### src/rtl/usrt_tx_ctrl.sv
`default_nettype none
// ============================================================================
// Module      : usrt_tx_ctrl
// Description : USRT transmit sequencer. Takes host bytes into a one-byte
//               holding buffer and hands each byte to the external txparity
//               framer. It then captures the 11-bit frame from the framer and
//               shifts it out LSB-first on o_Tx at CLKS_PER_BIT clocks per bit.
// Ports       : i_Pclk      system clock (rising edge)
//               i_Rst_n     asynchronous active-low reset
//               i_Valid     host byte valid
//               i_Data      host byte
//               o_Ready     holding buffer empty (registered)
//               i_Parity    parity mode, 00 = no parity bit
//               o_Par_Data  byte presented to the framer
//               o_Par_Mode  parity mode presented to the framer
//               i_Frame     framer output {stop, parity, data[7:0], start}
//               o_Tx        serial line, idle high
//               o_Busy      high while loading or shifting a frame
//               o_Done      one-cycle pulse after the last stop-bit cycle
// Revision    : 1.0 - initial release
// ============================================================================
module usrt_tx_ctrl #(
    parameter int CLKS_PER_BIT = 16,
    parameter int PAR_LATENCY  = 1
) (
    input  logic        i_Pclk,
    input  logic        i_Rst_n,
    input  logic        i_Valid,
    input  logic [7:0]  i_Data,
    output logic        o_Ready,
    input  logic [1:0]  i_Parity,
    output logic [7:0]  o_Par_Data,
    output logic [1:0]  o_Par_Mode,
    input  logic [10:0] i_Frame,
    output logic        o_Tx,
    output logic        o_Busy,
    output logic        o_Done
);

    localparam int                c_BAUD_W   = (CLKS_PER_BIT > 1) ? $clog2(CLKS_PER_BIT) : 1;
    localparam logic [c_BAUD_W-1:0] c_BAUD_MAX = c_BAUD_W'(CLKS_PER_BIT - 1);
    localparam logic [1:0]        c_LOAD_MAX = 2'(PAR_LATENCY);

    typedef enum logic [1:0] {
        S_IDLE  = 2'd0,
        S_LOAD  = 2'd1,
        S_SHIFT = 2'd2
    } state_e;

    state_e              state_q,    state_d;
    logic [7:0]          buf_q,      buf_d;
    logic                full_q,     full_d;
    logic                ready_q,    ready_d;
    logic [7:0]          par_data_q, par_data_d;
    logic [1:0]          par_mode_q, par_mode_d;
    logic [3:0]          nbits_q,    nbits_d;
    logic [10:0]         shreg_q,    shreg_d;
    logic [c_BAUD_W-1:0] baud_q,     baud_d;
    logic [3:0]          bit_q,      bit_d;
    logic [1:0]          load_q,     load_d;
    logic                done_q,     done_d;

    logic                w_accept;

    assign w_accept = i_Valid & ready_q;

    always_ff @(posedge i_Pclk or negedge i_Rst_n) begin
        if (!i_Rst_n) begin
            state_q    <= S_IDLE;
            buf_q      <= 8'd0;
            full_q     <= 1'b0;
            ready_q    <= 1'b1;
            par_data_q <= 8'd0;
            par_mode_q <= 2'd0;
            nbits_q    <= 4'd0;
            shreg_q    <= '1;
            baud_q     <= '0;
            bit_q      <= 4'd0;
            load_q     <= 2'd0;
            done_q     <= 1'b0;
        end else begin
            state_q    <= state_d;
            buf_q      <= buf_d;
            full_q     <= full_d;
            ready_q    <= ready_d;
            par_data_q <= par_data_d;
            par_mode_q <= par_mode_d;
            nbits_q    <= nbits_d;
            shreg_q    <= shreg_d;
            baud_q     <= baud_d;
            bit_q      <= bit_d;
            load_q     <= load_d;
            done_q     <= done_d;
        end
    end

    always_comb begin
        state_d    = state_q;
        buf_d      = buf_q;
        full_d     = full_q;
        par_data_d = par_data_q;
        par_mode_d = par_mode_q;
        nbits_d    = nbits_q;
        shreg_d    = shreg_q;
        baud_d     = baud_q;
        bit_d      = bit_q;
        load_d     = load_q;
        done_d     = 1'b0;

        case (state_q)
            S_IDLE: begin
                if (full_q) begin
                    // The parity mode is sampled here, so later changes to
                    // i_Parity cannot reach the frame now in flight.
                    par_data_d = buf_q;
                    par_mode_d = i_Parity;
                    nbits_d    = (i_Parity == 2'b00) ? 4'd10 : 4'd11;
                    full_d     = 1'b0;
                    load_d     = 2'd0;
                    state_d    = S_LOAD;
                end
            end
            S_LOAD: begin
                if (load_q == c_LOAD_MAX) begin
                    // Without parity the parity slot is dropped at capture,
                    // so the stop bit directly follows data bit 7.
                    if (nbits_q == 4'd11) begin
                        shreg_d = i_Frame;
                    end else begin
                        shreg_d = {1'b1, i_Frame[10], i_Frame[8:0]};
                    end
                    baud_d  = '0;
                    bit_d   = 4'd0;
                    state_d = S_SHIFT;
                end else begin
                    load_d = load_q + 2'd1;
                end
            end
            S_SHIFT: begin
                if (baud_q == c_BAUD_MAX) begin
                    baud_d = '0;
                    if (bit_q == (nbits_q - 4'd1)) begin
                        bit_d   = 4'd0;
                        done_d  = 1'b1;
                        state_d = S_IDLE;
                    end else begin
                        bit_d   = bit_q + 4'd1;
                        shreg_d = {1'b1, shreg_q[10:1]};
                    end
                end else begin
                    baud_d = baud_q + 1'b1;
                end
            end
            default: begin
                state_d = S_IDLE;
            end
        endcase

        // A new byte always wins over the buffer emptying on the same edge.
        if (w_accept) begin
            buf_d  = i_Data;
            full_d = 1'b1;
        end
    end

    assign ready_d    = ~full_d;

    assign o_Ready    = ready_q;
    assign o_Par_Data = par_data_q;
    assign o_Par_Mode = par_mode_q;
    assign o_Tx       = (state_q == S_SHIFT) ? shreg_q[0] : 1'b1;
    assign o_Busy     = (state_q != S_IDLE);
    assign o_Done     = done_q;

endmodule
`default_nettype wire

### config.mk
export PLATFORM = sky130hd
export DESIGN_NAME = usrt_tx_ctrl
export DESIGN_NICKNAME = d
export VERILOG_FILES = /design/src/rtl/usrt_tx_ctrl.sv
export SDC_FILE = /design/constraint.sdc
export NUM_CORES = 1
export LEC_CHECK = 0
export CORE_UTILIZATION = 55
export CTS_CLUSTER_DIAMETER = 80
export CTS_CLUSTER_SIZE = 14
export DETAILED_ROUTE_END_ITERATION = 16
export PLACE_DENSITY = 0.92
export REMOVE_ABC_BUFFERS = 1
export SLEW_MARGIN = 20
export SYNTH_ARGS = -nofsm -noshare
export SYNTH_HDL_FRONTEND = slang
export SYNTH_SLANG_ARGS = --single-unit
### constraint.sdc
create_clock -name i_Pclk -period 5.3 [get_ports i_Pclk]
set_input_delay 0.795 -clock i_Pclk [delete_from_list [all_inputs] [get_ports i_Pclk]]
set_output_delay 0.795 -clock i_Pclk [all_outputs]
set_load 0.02 [all_outputs]
==> results of run 1 <==
-- critical path, stage by stage (launching register included) --
cell and delay (ns):
dfrtp_1 0.52, nor2b_1 0.86, nand2b_1 0.10, clkdlybuf4s50_1 0.57
-- layout make-up --
class	instances	area, sq um	share of cell area
inverters	8	30.0	0.0115
well taps	48	60.1	0.0229
clock buffers	8	80.1	0.0306
repair buffers	37	368	0.140
multi-input cells	129	916	0.350
flip-flops and latches	46	1170	0.445
-- per-layer routing --
metal  routed length (um)  share of wire
met5                    0              0
met2                 2040           0.50
met3                  209          0.051
met4                   48          0.012
met1                 1790           0.44
-- sequential cells by signal, summed over array words and instances (netlist names) --
name / flops
baud_q: 4
o_Done: 1
o_Par_Mode: 2
bit_q: 4
state_q: 2
o_Ready: 1
buf_q: 8
full_q: 1
load_q: 2
nbits_q: 2
shreg_q: 11
o_Par_Data: 8
-- layout by cell type (no fill, tap or decap) --
cell type        instances
nand2_1                 35
clkbuf_8                 5
nor2_1                   8
mux2i_1                  3
xnor2_1                  1
o21ai_2                  1
nand3_1                  4
o32a_2                   1
xor2_1                   3
or2_2                    2
dfstp_2                 12
a21oi_1                 10
and3_1                   1
mux2_2                  19
o32ai_1                  1
nand4_1                  1
nand2b_1                 2
mux2_4                   8
inv_1                    8
and4_1                   2
nor2b_1                  1
o22ai_1                  1
o21bai_1                 1
buf_4                    1
clkdlybuf4s50_1         36
o2bb2ai_1                3
ha_1                     6
dfrtp_1                 34
a21o_1                   1
o21ai_0                  8
o31ai_1                  1
nor3_1                   5
clkbuf_1                 3
-- report_power, final --
group          switching (W)  internal [W]   total, W
sequential         0.0000139      0.000383   0.000397
combinational      0.0000239     0.0000428  0.0000667
clock               0.000108     0.0000937   0.000202
-- final timing paths --
kind | to | cells after the start | start | slack [ns]
worst min-delay path | baud_q[1] | 1 | i_Rst_n | 0.48
max in group asynchronous | o_Ready | 1 | i_Rst_n | 4.43
worst max-delay path | o_Tx | 3 | state_q[1] | 2.15
min in group i_Pclk | shreg_q[9] | 2 | shreg_q[9] | 0.48
worst max register to register | shreg_q[0] | 4 | state_q[1] | 2.55
worst min register to register | shreg_q[9] | 2 | shreg_q[9] | 0.48
-- cell families (layout without fill, tap and decap cells) --
group	after synthesis	after routing	share of synthesized area
AO/OA/AOI/OAI	28	28	0.0811
XOR/XNOR	4	4	0.0163
AND/OR/NAND/NOR	61	61	0.125
flip-flops	46	46	0.544
buffers and inverters	13	53	0.0292
multiplexers	30	30	0.170
adder cells (fa/ha/maj)	6	6	0.0350
-- through the flow --
stage                     power (W)  std cells
after detailed placement   0.000471        268
after floorplan            0.000435        183
after global routing       0.000698        276
after CTS                  0.000674        276
after global placement     0.000467        268
final                      0.000666        276
==> impl_summary.md, run 1 <==
Hold path
The kind of path behind the tightest hold check is primary input to async pin.

Timing
The worst path in the final design needs a cycle of 3.15 ns, including I/O delays and setup. The worst setup margin is 2.15 ns. In the final timing run, aggregate negative setup slack is 0 ns. Setup repair after global routing left no endpoint under its margin. Headroom to the max-slew limit came out at 0.310.

Derived from the worst setup path, the maximum achievable clock frequency is 318 MHz. The number of hold violations in the final report was 0. The final count of pins violating max slew came to 0. The final worst-path cycle share is 0.594.

Across all hold checks on the routed design, the worst slack comes to 0.483 ns. The transition at the pin with the smallest max-transition slack is 1.03 ns. The post-route clock skew is 0.00672 ns. Setup violations remaining at the end of the flow were counted as 0.

Floorplan
The floorplan step set the die width to 64.4 um. The effective utilization at floorplan is 0.581. The core region area is 3690 sq um.

The die outline area is 4150 sq um. The vertical die dimension is 64.4 um. The floorplan has 22 rows.

The count of boundary I/O pins is 38.

Detailed routing
The routed layout has 1478 vias. In the routed design, unresolved DRC markers number 0. Wires add up to 4.08 mm. The average via count per standard cell is 5.36. The number of search-and-repair iterations in the first detailed-routing pass is 6. The number of design-rule violations left by the first detailed-router iteration is 98.

Once detail routing completed, the nets flagged for antenna violations numbered 0. After detailed routing, the average wire length per cell comes to 14.8 um.

Clock tree
The CTS tree is built. At the later pin of the worst-skew pair, clock insertion delay measures 0.30 ns. The number of clock buffers inserted by TritonCTS is 5. The cell chosen for the clock root is clkbuf_8.

The maximum clock path buffer count is 2. The count of buffers added by post-CTS timing repair for setup is 0. The number of levels in the clock H-tree is 2.

The clock slew seen by the registers of the worst setup and hold paths is 0.08 ns. The clock net in this run drives a total of 46 sinks. Gates resized during post-CTS repair numbered 0. The count of hold buffers inserted by post-cts repair is 0.

Finish
For this run, the post-layout net count is 257. 0 antenna diodes ended up in the layout. In the final layout, the share of cells above drive strength 1 is 0.215.

Once layout is complete, the utilization of the core stands at 0.710. The number of fillers in the final layout is 271. From synthesis to final layout, the design area changed by 22.2%. The post-route standard cell area excluding fillers is 2620 sq um.

Synthesis
In the synthesized netlist the async set-or-reset flop fraction comes to 1.00. The flip-flop cell with the highest count after synthesis is dfrtp_1. The number of synthesized flops with an enable pin is 0. The biggest area contributor in the post-synthesis netlist is dfrtp_1. Ranked by total cell area, the synthesized netlist is headed by dfrtp_1 (40%), dfstp_2 (15%), mux2_2 (10%). The unique cell type count in the Yosys netlist is 33. During synthesis, Yosys emitted a total of 0 warnings. The cell with the most instances after synthesis is nand2_1. The proportion of netlist area held by the largest area contributor is 0.397.

After synthesis the netlist holds a flip-flop and latch count of 46. Of the synthesized area, sequential elements account for 0.544. Synthesis produced a netlist whose cell count is 188. The mean post-synth cell area is 11.4 sq um. The area of the mapped netlist is 2140 sq um. By count the netlist is led by nand2_1 (35), dfrtp_1 (34), mux2_2 (19).

Placed design
The HPWL after detailed placement is 2.83 mm. At the placement stage, the worst setup path has a slack of 2.47 ns. The weighted congestion at the end of routability-driven global placement is 0.732. The number of I/O port buffers is 37. The post-place instance area is 2540 sq um.

GRT
In the global route stage, met2 resource usage came out at 0.389. After global routing the overflow that remains totals 0. The via count of the first global-routing pass was 1537.

After global routing, the most crowded layer is met2. For this run, global-route usage on met1 was measured as 0.273. Entering global routing, the biggest net connects 47 pins. The number of antenna violations at the first check in global routing came to 0. The met3 track utilization from global routing is 0.0775.

For this run, the total global-route usage over all layers was measured as 0.228. The wire length of the first global-routing pass is 7.08 mm.

Outcome
The run finished with clean final reports.

Pwr
VDD sags by at most 0.174 mV. Dividing total power by cell area gives a power density of 254 nW/um^2. In this run the static leakage power is 1.18 nW.

Critical path
The category of the most critical setup path is register to primary output. The endpoint class of the critical path is a primary output. The arrival time of the worst setup path is 2.35 ns. At the worst endpoint, the required time is 4.51 ns. STA classifies the critical path startpoint as a register.

Of all nets on the critical path, the largest fanout is 15.

Run
The tool flagged a number of max-cap violations equal to 0.
No activity file was read; power rests on OpenSTA's default activity.
==> run 2: changes to the inputs <==
--- a/config.mk
+++ b/config.mk
@@ -5,11 +5,11 @@
 export SDC_FILE = /design/constraint.sdc
 export NUM_CORES = 1
 export LEC_CHECK = 0
-export CORE_UTILIZATION = 55
+export CORE_UTILIZATION = 47
 export CTS_CLUSTER_DIAMETER = 80
 export CTS_CLUSTER_SIZE = 14
 export DETAILED_ROUTE_END_ITERATION = 16
-export PLACE_DENSITY = 0.92
+export PLACE_DENSITY = 0.84
 export REMOVE_ABC_BUFFERS = 1
 export SLEW_MARGIN = 20
 export SYNTH_ARGS = -nofsm -noshare
==> constraint.sdc (replaced) <==
create_clock -name i_Pclk -period 2.7 [get_ports i_Pclk]
set_input_delay 0.405 -clock i_Pclk [delete_from_list [all_inputs] [get_ports i_Pclk]]
set_output_delay 0.405 -clock i_Pclk [all_outputs]
set_load 0.02 [all_outputs]
==> run 2 against run 1 <==
Register-to-register slack got worse by 1.8 ns. Combinational power increased by 98%. Sequential power increased by 96%. Non-clock buffer count increased by 3. Worst setup slack got worse by 1.7 ns. Worst hold slack got worse by 0.38 ns. Power increased by 110%. Clock power increased by 140%. Count of clock-buffer cells in the layout decreased by 1. Sequential share of layout area decreased by 0.90 points. Clock skew about the same. Largest cell class unchanged. Largest power group unchanged.
==> impl_summary.md, run 2 (synthesis gave the netlist of run 1 again) <==
Finish
The final layout contains 260 nets. Leaving out fill and tap cells, the most frequent cell in the layout is clkdlybuf4s50_1. shreg_q holds more flip-flops than any other register. The share of post-route cells with drive strength above 1 is 0.229.

The repair_antennas step left the layout with diodes totalling 0. In the layout the commonest cells are clkdlybuf4s50_1 (36), nand2_1 (35), dfrtp_1 (34), mux2_2 (19), dfstp_2 (12). The final standard cell count with taps included and fillers excluded is 283.

The register with the most flip-flops in the layout has 11 of them. Relative to the synthesized area, the layout overhead comes to 24.7%.

Critical path
STA puts the critical path data arrival time at 1.85 ns. The maximum fanout along the worst path is 12. STA classifies the critical path startpoint as a register. The endpoint class of the critical path is a primary output. The register-to-register setup slack is 0.71 ns. The category of the most critical setup path is register to primary output. Data on the critical path is required at its endpoint by 2.30 ns.

Timing
For the final routed database, the setup TNS stands at 0 ns. The final count of pins violating max slew is 0. Setup violations remaining at the end of the flow were counted as 0. The normalized max-slew margin is 0.620. Setup repair after global routing left no endpoint under its margin. For the finished layout, the period the worst path requires is 2.26 ns. The number of hold violations in the final report came to 0.

The final worst-path cycle share is 0.836. For the pin with the worst max-slew slack, the measured transition is 0.570 ns. The timing-limited maximum frequency is 443 MHz. The post-route clock skew is 0.00635 ns.

Placed design
The number of I/O port buffers is 37. The number of instances in the placed design is 275. The weighted congestion at the end of routability-driven global placement is 0.794. Detailed placement ended at an HPWL of 2.70 mm.

Floorplan
The count of boundary I/O pins is 38. Row generation in the floorplan step produced 24 rows. The core region area is 4380 sq um. The die covers 4840 sq um. For this configuration, the core starts out at a cell density of 0.489. In this run the horizontal extent of the chip is 69.6 um. The vertical die dimension is 69.6 um.

Hold path
The tightest min-delay check is of the primary input to async pin type.

Detailed routing
The average via count per standard cell is 5.27. Summed over all layers, the routed wires come to 3.81 mm. After detailed routing, the number of remaining DRC violations is 0. The number of search-and-repair iterations in the first detailed-routing pass is 4.

The via count is 1491. The number of design-rule violations left by the first detailed-router iteration is 93. Dividing the detail-routed wire length by the instance count gives 13.4 um.

The detail route stage leaves a number of antenna-violating nets equal to 0.

Clock tree
TritonCTS built the clock tree. TritonCTS created 5 clock buffers. The count of buffers added by post-CTS timing repair for setup is 0. Counting every sink on the clock net gives 46. The clock slew seen by the registers of the worst setup and hold paths is 0.08 ns.

The number of levels in the clock H-tree is 2. The maximum clock path buffer count is 2. The post-CTS resize count is 0.

The root buffer cell chosen for the clock tree is clkbuf_8. The clock reaches the later pin of the worst-skew pair after 0.29 ns. The count of hold buffers inserted by post-cts repair is 0.

Run
The max-capacitance violation count is 0.

Pwr
VDD sags by at most 0.371 mV. The power density of the placed cells is 525 nW/um^2. The sum of internal, switching and leakage power is 0.00140 W. The leakage power is 1.21 nW.

GRT
Across every metal layer, demand over resource in global routing totals 0.169. The first global-routing pass estimated 6.60 mm of wire. Global routing finished with a remaining overflow of 0. The via count of the first global-routing pass is 1519. The number of antenna violations at the first check in global routing came to 0. Entering global routing, the biggest net connects 47 pins.

Outcome
The run finished with clean final reports.
==> run 2: cell types whose count changed in the layout (fill, tap and decap cells not counted) <==
cell       previous run  this run
buf_4                 1         4
clkbuf_1              3         2
bufinv_16             0         1
==> run 2: report_power, final <==
group / switching [W] / total (W) / internal (W)
Sequential: 0.0000279 / 0.000779 / 0.000752
Combinational: 0.0000473 / 0.000132 / 0.0000842
Clock: 0.000215 / 0.000492 / 0.000277
==> run 2: metal layers <==
layer  GRT usage  routed length, um  vias up
met5           0                  0        -
met4      0.0408                 47        0
met3      0.0509                259        8
met2       0.274               1760       47
met1       0.224               1740      711
li1            -                  -      725
==> run 2: stage by stage <==
stage | hold slack (ns) | setup WS [ns] | utilization | instance area [sq um]
after floorplan | 0.109 | 0.476 | - | 2110
after global placement | 0.462 | 0.783 | 0.585 | 2560
after detailed placement | 0.464 | 0.739 | 0.585 | 2560
after CTS | 0.311 | 0.427 | 0.609 | 2670
after global routing | 0.145 | 0.306 | 0.610 | 2670
final | 0.103 | 0.442 | 0.610 | 2670
==> run 2: worst max-delay path: stages (launching register included) <==
cell and delay (ns):
dfrtp_1 0.52, nor2b_1 0.40, nand2b_1 0.10, clkdlybuf4s50_1 0.55
==> run 2: path summary, 6_finish.rpt <==
kind / end / start / cells past startpoint
max in group asynchronous: bit_q[1] / i_Rst_n / 1
max reg2reg: shreg_q[0] / nbits_q[0] / 7
min in group i_Pclk: shreg_q[9] / shreg_q[9] / 2
max: o_Tx / state_q[1] / 3
min: o_Par_Mode[1] / i_Rst_n / 1
min reg2reg: shreg_q[9] / shreg_q[9] / 2
==> run 2: final cells by class <==
class / instances / area (sq um)
timing repair buffer: 40 / 390
clock inverter: 1 / 30.0
tap: 52 / 65.1
sequential: 46 / 1170
clock buffer: 7 / 76.3
multi-input combinational: 129 / 916
inverter: 8 / 30.0
fill: 361 / 1710
